### config.mk
export PLATFORM = sky130hd
export DESIGN_NAME = counter_tc_flat
export DESIGN_NICKNAME = d
export VERILOG_FILES = /design/src/rtl/counter_tc_pkg.sv /design/src/rtl/counter_tc_if.sv /design/src/rtl/counter_tc_step.sv /design/src/rtl/counter_tc.sv /design/src/flat_wrapper.sv
export SDC_FILE = /design/constraint.sdc
export NUM_CORES = 1
export LEC_CHECK = 0
export BUFFER_PORTS_ARGS = -buffer_cell sky130_fd_sc_hd__buf_2
export CAP_MARGIN = 15
export CORE_MARGIN = 4
export CORE_UTILIZATION = 51
export CTS_BUF_LIST = sky130_fd_sc_hd__clkbuf_16
export CTS_CLUSTER_DIAMETER = 100
export DETAILED_ROUTE_END_ITERATION = 10
export PLACE_DENSITY_LB_ADDON = 0.08
export SLEW_MARGIN = 10
export SYNTH_ARGS = -nofsm -noshare
export SYNTH_HDL_FRONTEND = slang
export SYNTH_SLANG_ARGS = --single-unit
### constraint.sdc
create_clock -name clk_i -period 6.25 [get_ports clk_i]
set_input_delay 0.9375 -clock clk_i [delete_from_list [all_inputs] [get_ports clk_i]]
set_output_delay 0.9375 -clock clk_i [all_outputs]
set_load 0.02 [all_outputs]
### src/rtl/counter_tc_pkg.sv
// Shared opcode and direction definitions for the counter_tc word/frame counter.
package counter_tc_pkg;

  typedef enum logic [1:0] {
    OPC_HOLD = 2'b00,
    OPC_STEP = 2'b01,
    OPC_CLR  = 2'b10,
    OPC_LD   = 2'b11
  } opc_e;

  localparam logic DIR_UP = 1'b0;
  localparam logic DIR_DN = 1'b1;

endpackage

### src/rtl/counter_tc_if.sv
// Control/status bundle between a sequencing FSM (master) and counter_tc (slave).
interface counter_tc_if #(
  parameter int Width    = 5,
  parameter int FrmWidth = 1
);
  logic [1:0]          opc_i;
  logic                dir_i;
  logic [Width-1:0]    tc_i;
  logic [Width-1:0]    ld_i;
  logic [Width-1:0]    cnt_o;
  logic                flag_o;
  logic                done_o;
  logic [FrmWidth-1:0] frm_cnt_o;
  logic                frm_done_o;

  modport master (
    output opc_i, dir_i, tc_i, ld_i,
    input  cnt_o, flag_o, done_o, frm_cnt_o, frm_done_o
  );

  modport slave (
    input  opc_i, dir_i, tc_i, ld_i,
    output cnt_o, flag_o, done_o, frm_cnt_o, frm_done_o
  );
endinterface

### src/rtl/counter_tc_step.sv
// Word counter: register with next-state mux and target compare.
module counter_step
  import counter_tc_pkg::*;
#(
  parameter int Width = 5,
  parameter bit Wrap  = 1'b0
) (
  input  logic             clk_i,
  input  logic             rst_ni,
  input  opc_e             opc_i,
  input  logic             dir_i,
  input  logic [Width-1:0] tc_i,
  input  logic [Width-1:0] ld_i,
  output logic [Width-1:0] cnt_o,
  output logic             reached_o,
  output logic             done_o,
  output logic             hit_o
);

  localparam logic [Width-1:0] One = Width'(1);

  logic [Width-1:0] cnt_q, cnt_d;
  logic             done_q, done_d;
  logic [Width-1:0] target;

  always_comb begin
    target    = (dir_i == DIR_DN) ? '0 : tc_i;
    reached_o = (cnt_q == target);
    cnt_d     = cnt_q;
    done_d    = 1'b0;
    case (opc_i)
      OPC_STEP: begin
        if (!reached_o) begin
          cnt_d  = (dir_i == DIR_DN) ? cnt_q - One : cnt_q + One;
          done_d = (cnt_d == target);
        end else if (Wrap) begin
          // Reload step after reaching target never pulses done.
          cnt_d = (dir_i == DIR_DN) ? tc_i : '0;
        end
      end
      OPC_CLR: cnt_d = '0;
      OPC_LD:  cnt_d = ld_i;
      default: cnt_d = cnt_q;
    endcase
  end

  always_ff @(posedge clk_i or negedge rst_ni) begin
    if (!rst_ni) begin
      cnt_q  <= '0;
      done_q <= 1'b0;
    end else begin
      cnt_q  <= cnt_d;
      done_q <= done_d;
    end
  end

  assign cnt_o  = cnt_q;
  assign done_o = done_q;
  assign hit_o  = done_d;

endmodule

### src/rtl/counter_tc.sv
// Programmable terminal-count word counter with a modulo-Frames completed-word counter.
module counter_tc
  import counter_tc_pkg::*;
#(
  parameter int Width    = 5,
  parameter int Frames   = 1,
  parameter int FrmWidth = $clog2(Frames + 1),
  parameter bit Wrap     = 1'b0
) (
  input  logic         clk_i,
  input  logic         rst_i,
  counter_tc_if.slave  bus
);

  localparam logic [FrmWidth-1:0] FrmLast = FrmWidth'(Frames - 1);
  localparam logic [FrmWidth-1:0] FrmOne  = FrmWidth'(1);

  opc_e opc;
  logic hit;

  logic [FrmWidth-1:0] frm_cnt_q, frm_cnt_d;
  logic                frm_done_q, frm_done_d;

  assign opc = opc_e'(bus.opc_i);

  counter_step #(
    .Width (Width),
    .Wrap  (Wrap)
  ) u_step (
    .clk_i     (clk_i),
    .rst_ni    (rst_i),
    .opc_i     (opc),
    .dir_i     (bus.dir_i),
    .tc_i      (bus.tc_i),
    .ld_i      (bus.ld_i),
    .cnt_o     (bus.cnt_o),
    .reached_o (bus.flag_o),
    .done_o    (bus.done_o),
    .hit_o     (hit)
  );

  // Frame stage advances on the same edge that registers done_o.
  always_comb begin
    frm_cnt_d  = frm_cnt_q;
    frm_done_d = 1'b0;
    if (opc == OPC_CLR) begin
      frm_cnt_d = '0;
    end else if (hit) begin
      if (frm_cnt_q == FrmLast) begin
        frm_cnt_d  = '0;
        frm_done_d = 1'b1;
      end else begin
        frm_cnt_d = frm_cnt_q + FrmOne;
      end
    end
  end

  always_ff @(posedge clk_i or negedge rst_i) begin
    if (!rst_i) begin
      frm_cnt_q  <= '0;
      frm_done_q <= 1'b0;
    end else begin
      frm_cnt_q  <= frm_cnt_d;
      frm_done_q <= frm_done_d;
    end
  end

  assign bus.frm_cnt_o  = frm_cnt_q;
  assign bus.frm_done_o = frm_done_q;

endmodule
### src/flat_wrapper.sv
// flat-port wrapper written by rule: the top's interface ports become plain ports
module counter_tc_flat import counter_tc_pkg::*;
#(
  parameter int Width    = 5,
  parameter int Frames   = 1,
  parameter int FrmWidth = $clog2(Frames + 1),
  parameter bit Wrap     = 1'b0
)
  (clk_i, rst_i, bus_opc_i, bus_dir_i, bus_tc_i, bus_ld_i, bus_cnt_o, bus_flag_o, bus_done_o, bus_frm_cnt_o, bus_frm_done_o);
  counter_tc_if #(.Width(Width), .FrmWidth(FrmWidth)) bus_i ();
  input  logic clk_i;
  input  logic rst_i;
  input wire logic [$bits(bus_i.opc_i)-1:0] bus_opc_i;
  input wire logic [$bits(bus_i.dir_i)-1:0] bus_dir_i;
  input wire logic [$bits(bus_i.tc_i)-1:0] bus_tc_i;
  input wire logic [$bits(bus_i.ld_i)-1:0] bus_ld_i;
  output wire logic [$bits(bus_i.cnt_o)-1:0] bus_cnt_o;
  output wire logic [$bits(bus_i.flag_o)-1:0] bus_flag_o;
  output wire logic [$bits(bus_i.done_o)-1:0] bus_done_o;
  output wire logic [$bits(bus_i.frm_cnt_o)-1:0] bus_frm_cnt_o;
  output wire logic [$bits(bus_i.frm_done_o)-1:0] bus_frm_done_o;
  assign bus_i.opc_i = bus_opc_i;
  assign bus_i.dir_i = bus_dir_i;
  assign bus_i.tc_i = bus_tc_i;
  assign bus_i.ld_i = bus_ld_i;
  assign bus_cnt_o = bus_i.cnt_o;
  assign bus_flag_o = bus_i.flag_o;
  assign bus_done_o = bus_i.done_o;
  assign bus_frm_cnt_o = bus_i.frm_cnt_o;
  assign bus_frm_done_o = bus_i.frm_done_o;
  counter_tc #(.Width(Width), .Frames(Frames), .FrmWidth(FrmWidth), .Wrap(Wrap)) u_core (.clk_i(clk_i), .rst_i(rst_i), .bus(bus_i));
endmodule
* Yosys cells after proc, flatten, opt, wreduce, memory -nomap -nowiden
Cells that the tools add are included. Widths: inputs -> output; s select.
Storage, ports and cells: flip-flop bits (word level) 8, output and inout bits 9, logic and storage cells 28
Cells by class: add/sub/neg operators 3, eq/ne operators 6, muxes and demuxes 12, reduce and logical (&&, ||, !) cells 3
Operators with widths (count):
- $mux 5 | 3
- $pmux 5 s3 | 1
- $eq 5x5->1 | 2
- $mux 1 | 8
- $add 5x1->5 const B | 1
- $sub 5x1->5 const B | 1
- $eq 2x2->1 const B | 2
- $reduce_bool 3->1 | 1
- $eq 2x1->1 const B | 1
- $ne 2x2->1 const B | 1
- $reduce_and 2->1 | 1
- $reduce_bool 2->1 | 1
- $add 1x1->1 const B | 1

* Logic depth before layout (Yosys ltp)
word-level depth 7, gate-level depth with buffers 8, mapped depth without buffers 8

* Modules after synthesis
Synthesis repeated with hierarchy kept, for this count alone.
Second synthesis, totals: cells, all modules 90, area total of the unflattened synthesis 757.0 um^2
Modules (own cells, without submodules):
- counter_step | times used 1, cells each 85, area each 709.4 um^2, seq. area each 150.1 um^2
- counter_tc | times used 1, cells each 5, area each 47.5 um^2, seq. area each 25.0 um^2

* Worst setup path before layout
OpenSTA, ideal clock, no wires.
kind in2out, start input bus_tc_i[1], end output bus_flag_o, arrival 1.700 ns, required time 5.312 ns, path slack 3.613 ns, cell stages on the path 4, cells stage by stage or2_1 a211oi_1 o221ai_2 inv_2
On the way: word-level cells in the longest chain between the ends 2
Ends and longest elaborated chain:
- start: declaration | RTL line flat_wrapper.sv:15 | input wire logic [$bits(bus_i.tc_i)-1:0] bus_tc_i;
- $mux 5 | RTL line counter_tc_step.sv:27 | target = (dir_i == DIR_DN) ? '0 : tc_i;
- $eq 5x5->1 | RTL line counter_tc_step.sv:28 | reached_o = (cnt_q == target);
- end: declaration | RTL line flat_wrapper.sv:18 | output wire logic [$bits(bus_i.flag_o)-1:0] bus_flag_o;
Every way passes these cells.

* Worst setup path in the final report
start input bus_dir_i, end output bus_flag_o
On the way: word-level cells in the longest chain between the ends 2
Ends and longest elaborated chain:
- start: declaration | RTL line flat_wrapper.sv:14 | input wire logic [$bits(bus_i.dir_i)-1:0] bus_dir_i;
- $mux 5 | RTL line counter_tc_step.sv:27
- $eq 5x5->1 | RTL line counter_tc_step.sv:28
Every way passes these cells.

==> results.yml <==
critical_path:
  startpoint: "bus_dir_i"
  r2r_cells: 8
  regToRegStartpoint: "u_core.u_step.cnt_o[1]$_DFFE_PN0P_"
  cp_max_fo: 12
  critical_path_class: "input port to output port"
  critPathLaunchType: "input port"
  arrival_ns: 2.03
  reg2reg_to: "u_core.bus.frm_done_o$_DFF_PN0_"
  reg2reg_slack_ns: 3.99
  end_kind: "output port"
  required_ns: 5.31
cts:
  clk-insertion-delay-late_ns: 0.23
  clk_pin_slew_ns: 0.04
  ctsHoldBuffers: 0
  cts_max_level: 1
  cts_root_buf: "clkbuf_16"
  cts_resized: 0
  clock_sinks: 7
  cts_tree: "yes"
  post_cts_buffers: 0
  numCtsBuffers: 3
  clock_path_buffers: 2
synth:
  yosysSeqAreaShare: 0.2588
  yosysWarnings: 0
  syn-num-nets: 95
  ys_ff_latch: 7
  synthFlopType: "dfrtp_1"
  netlist_area_um2: 676.9
  avgSynthCellArea_um2: 8.907
  yosysUniqueCellTypes: 35
  async_flop_share: 1.000
  syn_inst: 76
  synth_edf_count: 0
grt:
  track_usage: 0.1921
  grt_pass1_wl_um: 2704
  grt-ovfl-total: 0
  grt_pass1_vias: 597
  antenna_found_initial: 0
  grt_max_degree: 13
power:
  clkPwrFrac: 0.368
  vdd_drop_max_mv: 0.2364
  p_int_w: 0.0001911
  p_per_area_mw_per_mm2: 345.2
  p_sw_frac: 0.3627
  p_leak_nw: 0.4160
  sequentialPowerShare: 0.224
  p_switching_w: 0.0001087
  combPwrFrac: 0.408
finish:
  area_growth_pct: 28.28
  antenna_cells: 0
  drive_above_1_share: 0.2929
  fin_util: 0.7415
  layout.nets: 119
  design_area_um2: 868.3
  final_cell_mix: "buf_2, xnor2_1, dfrtp_1"
  final_common_cell: "buf_2"
sta:
  min_period_ns: 2.964
  slew_violations: 0
  rsz0062_at_grt: "no"
  fin_skew_ns: 0.003871
  tns_ns: 0
  setup_viol: 0
  finalHoldViolCount: 0
  fmax_mhz: 337.4
  min_period_over_period: 0.4742
  worst_slack_ns: 3.286
route:
  vias_per_cell: 5.788
  vias: 654
  drc: 0
  detail_route.wirelength_um: 1665
  drtIter0Drc: 13
  drt.antenna.violating_nets: 0
  wl_per_cell_um: 14.73
  drt_first_pass_iters: 4
floorplanning:
  dieArea_mm2: 0.001974
  dieHeight_um: 44.43
  fp.coreArea_mm2: 0.001171
  fp.dieW_um: 44.43
  io_pins: 24
  rows: 12
  start_util: 0.5780
placement:
  dpl.hpwl_um: 1236
  place_area_um2: 789.5
  gp_congestion: 0.7892
  dpl_worst_slack_ns: 3.294
  portBuffers: 22
outcome:
  run_status: "complete, no violations"
flow_run:
  max_cap_viol_count: 0
min_path:
  hp-class: "input port to asynchronous set/reset pin"
==> synth_stat cells (2+ instances only) <==
cell type,instances,area (µm²)
xnor2_1,8,70.07
nor2_1,3,11.26
nand4bb_1,2,22.52
nor3_1,2,10.01
nand3b_1,4,30.03
nand2_1,2,7.510
o21ai_1,2,10.01
and2b_1,2,15.01
o22ai_1,2,12.51
clkbuf_1,2,7.510
xor2_1,4,35.03
a221o_1,2,20.02
a21oi_1,5,25.02
ha_1,3,37.54
and3_1,2,12.51
inv_1,3,11.26
dfrtp_1,7,175.2
nand3_1,4,20.02
==> worst max-delay path: stages <==
cell      delay, ns
buf_2          0.20
and2b_1        0.21
xnor2_1        0.23
o221ai_2       0.19
inv_2          0.09
buf_2          0.16
==> through the flow <==
step	std cells	hold slack (ns)	total power, W
floorplan	76	0.6419	0.0001562
global placement	109	0.6685	0.0001856
detailed placement	109	0.6706	0.0001888
CTS	113	0.5386	0.0003004
global route	113	0.5450	0.0003170
finish	113	0.5327	0.0002998
==> state kept, by name (all words and copies together) (netlist names) <==
name,cells
u_core.u_step.cnt_o,5
u_core.u_step.done_o,1
u_core.bus.frm_done_o,1
==> cell families after synthesis <==
family / synth area share
XOR/XNOR: 0.1553
AO/OA/AOI/OAI: 0.1959
other: 0.005540
buffers and inverters: 0.04436
AND/OR/NAND/NOR: 0.2551
adder cells (fa/ha/maj): 0.08503
flip-flops: 0.2588
==> worst max path at each step <==
stage                                     end  slack (ns)  cells past startpoint
2_1_floorplan                      bus_flag_o        3.61                      4
3_3_place_gp                       bus_flag_o        3.32                      6
3_5_place_dp   u_core.u_step.done_o$_DFF_PN0_        3.29                      9
4_1_cts                            bus_flag_o        3.29                      6
5_1_grt                            bus_flag_o        3.16                      6
6_report                           bus_flag_o        3.29                      6
==> metal layers <==
layer | up-vias | routed length (µm) | GRT usage
met5 | - | 0 | 0
met3 | 4 | 99 | 0.04472
met2 | 24 | 787 | 0.3023
met1 | 302 | 746 | 0.2419
met4 | 0 | 32 | 0.1024
li1 | 324 | - | -
==> cell type report <==
| type | instances | area, µm² |
|---|---|---|
| tap | 14 | 17.52 |
| clock inverter | 1 | 3.754 |
| inverter | 4 | 15.01 |
| fill | 92 | 302.8 |
| multi-input combinational | 62 | 471.7 |
| timing repair buffer | 22 | 110.1 |
| sequential | 7 | 175.2 |
| clock buffer | 3 | 75.07 |
==> power groups by stage <==
| stage | logic (W) | clock network (W) | registers, W |
|---|---|---|---|
| 2_1_floorplan | 0.0000823 | 0 | 0.0000739 |
| 4_1_cts | 0.000123 | 0.000111 | 0.0000671 |
| 6_report | 0.000122 | 0.000110 | 0.0000673 |
| 3_5_place_dp | 0.000121 | 0 | 0.0000679 |
| 5_1_grt | 0.000135 | 0.000113 | 0.0000690 |
| 3_3_place_gp | 0.000118 | 0 | 0.0000678 |
Power figures use the tool's default switching activity.
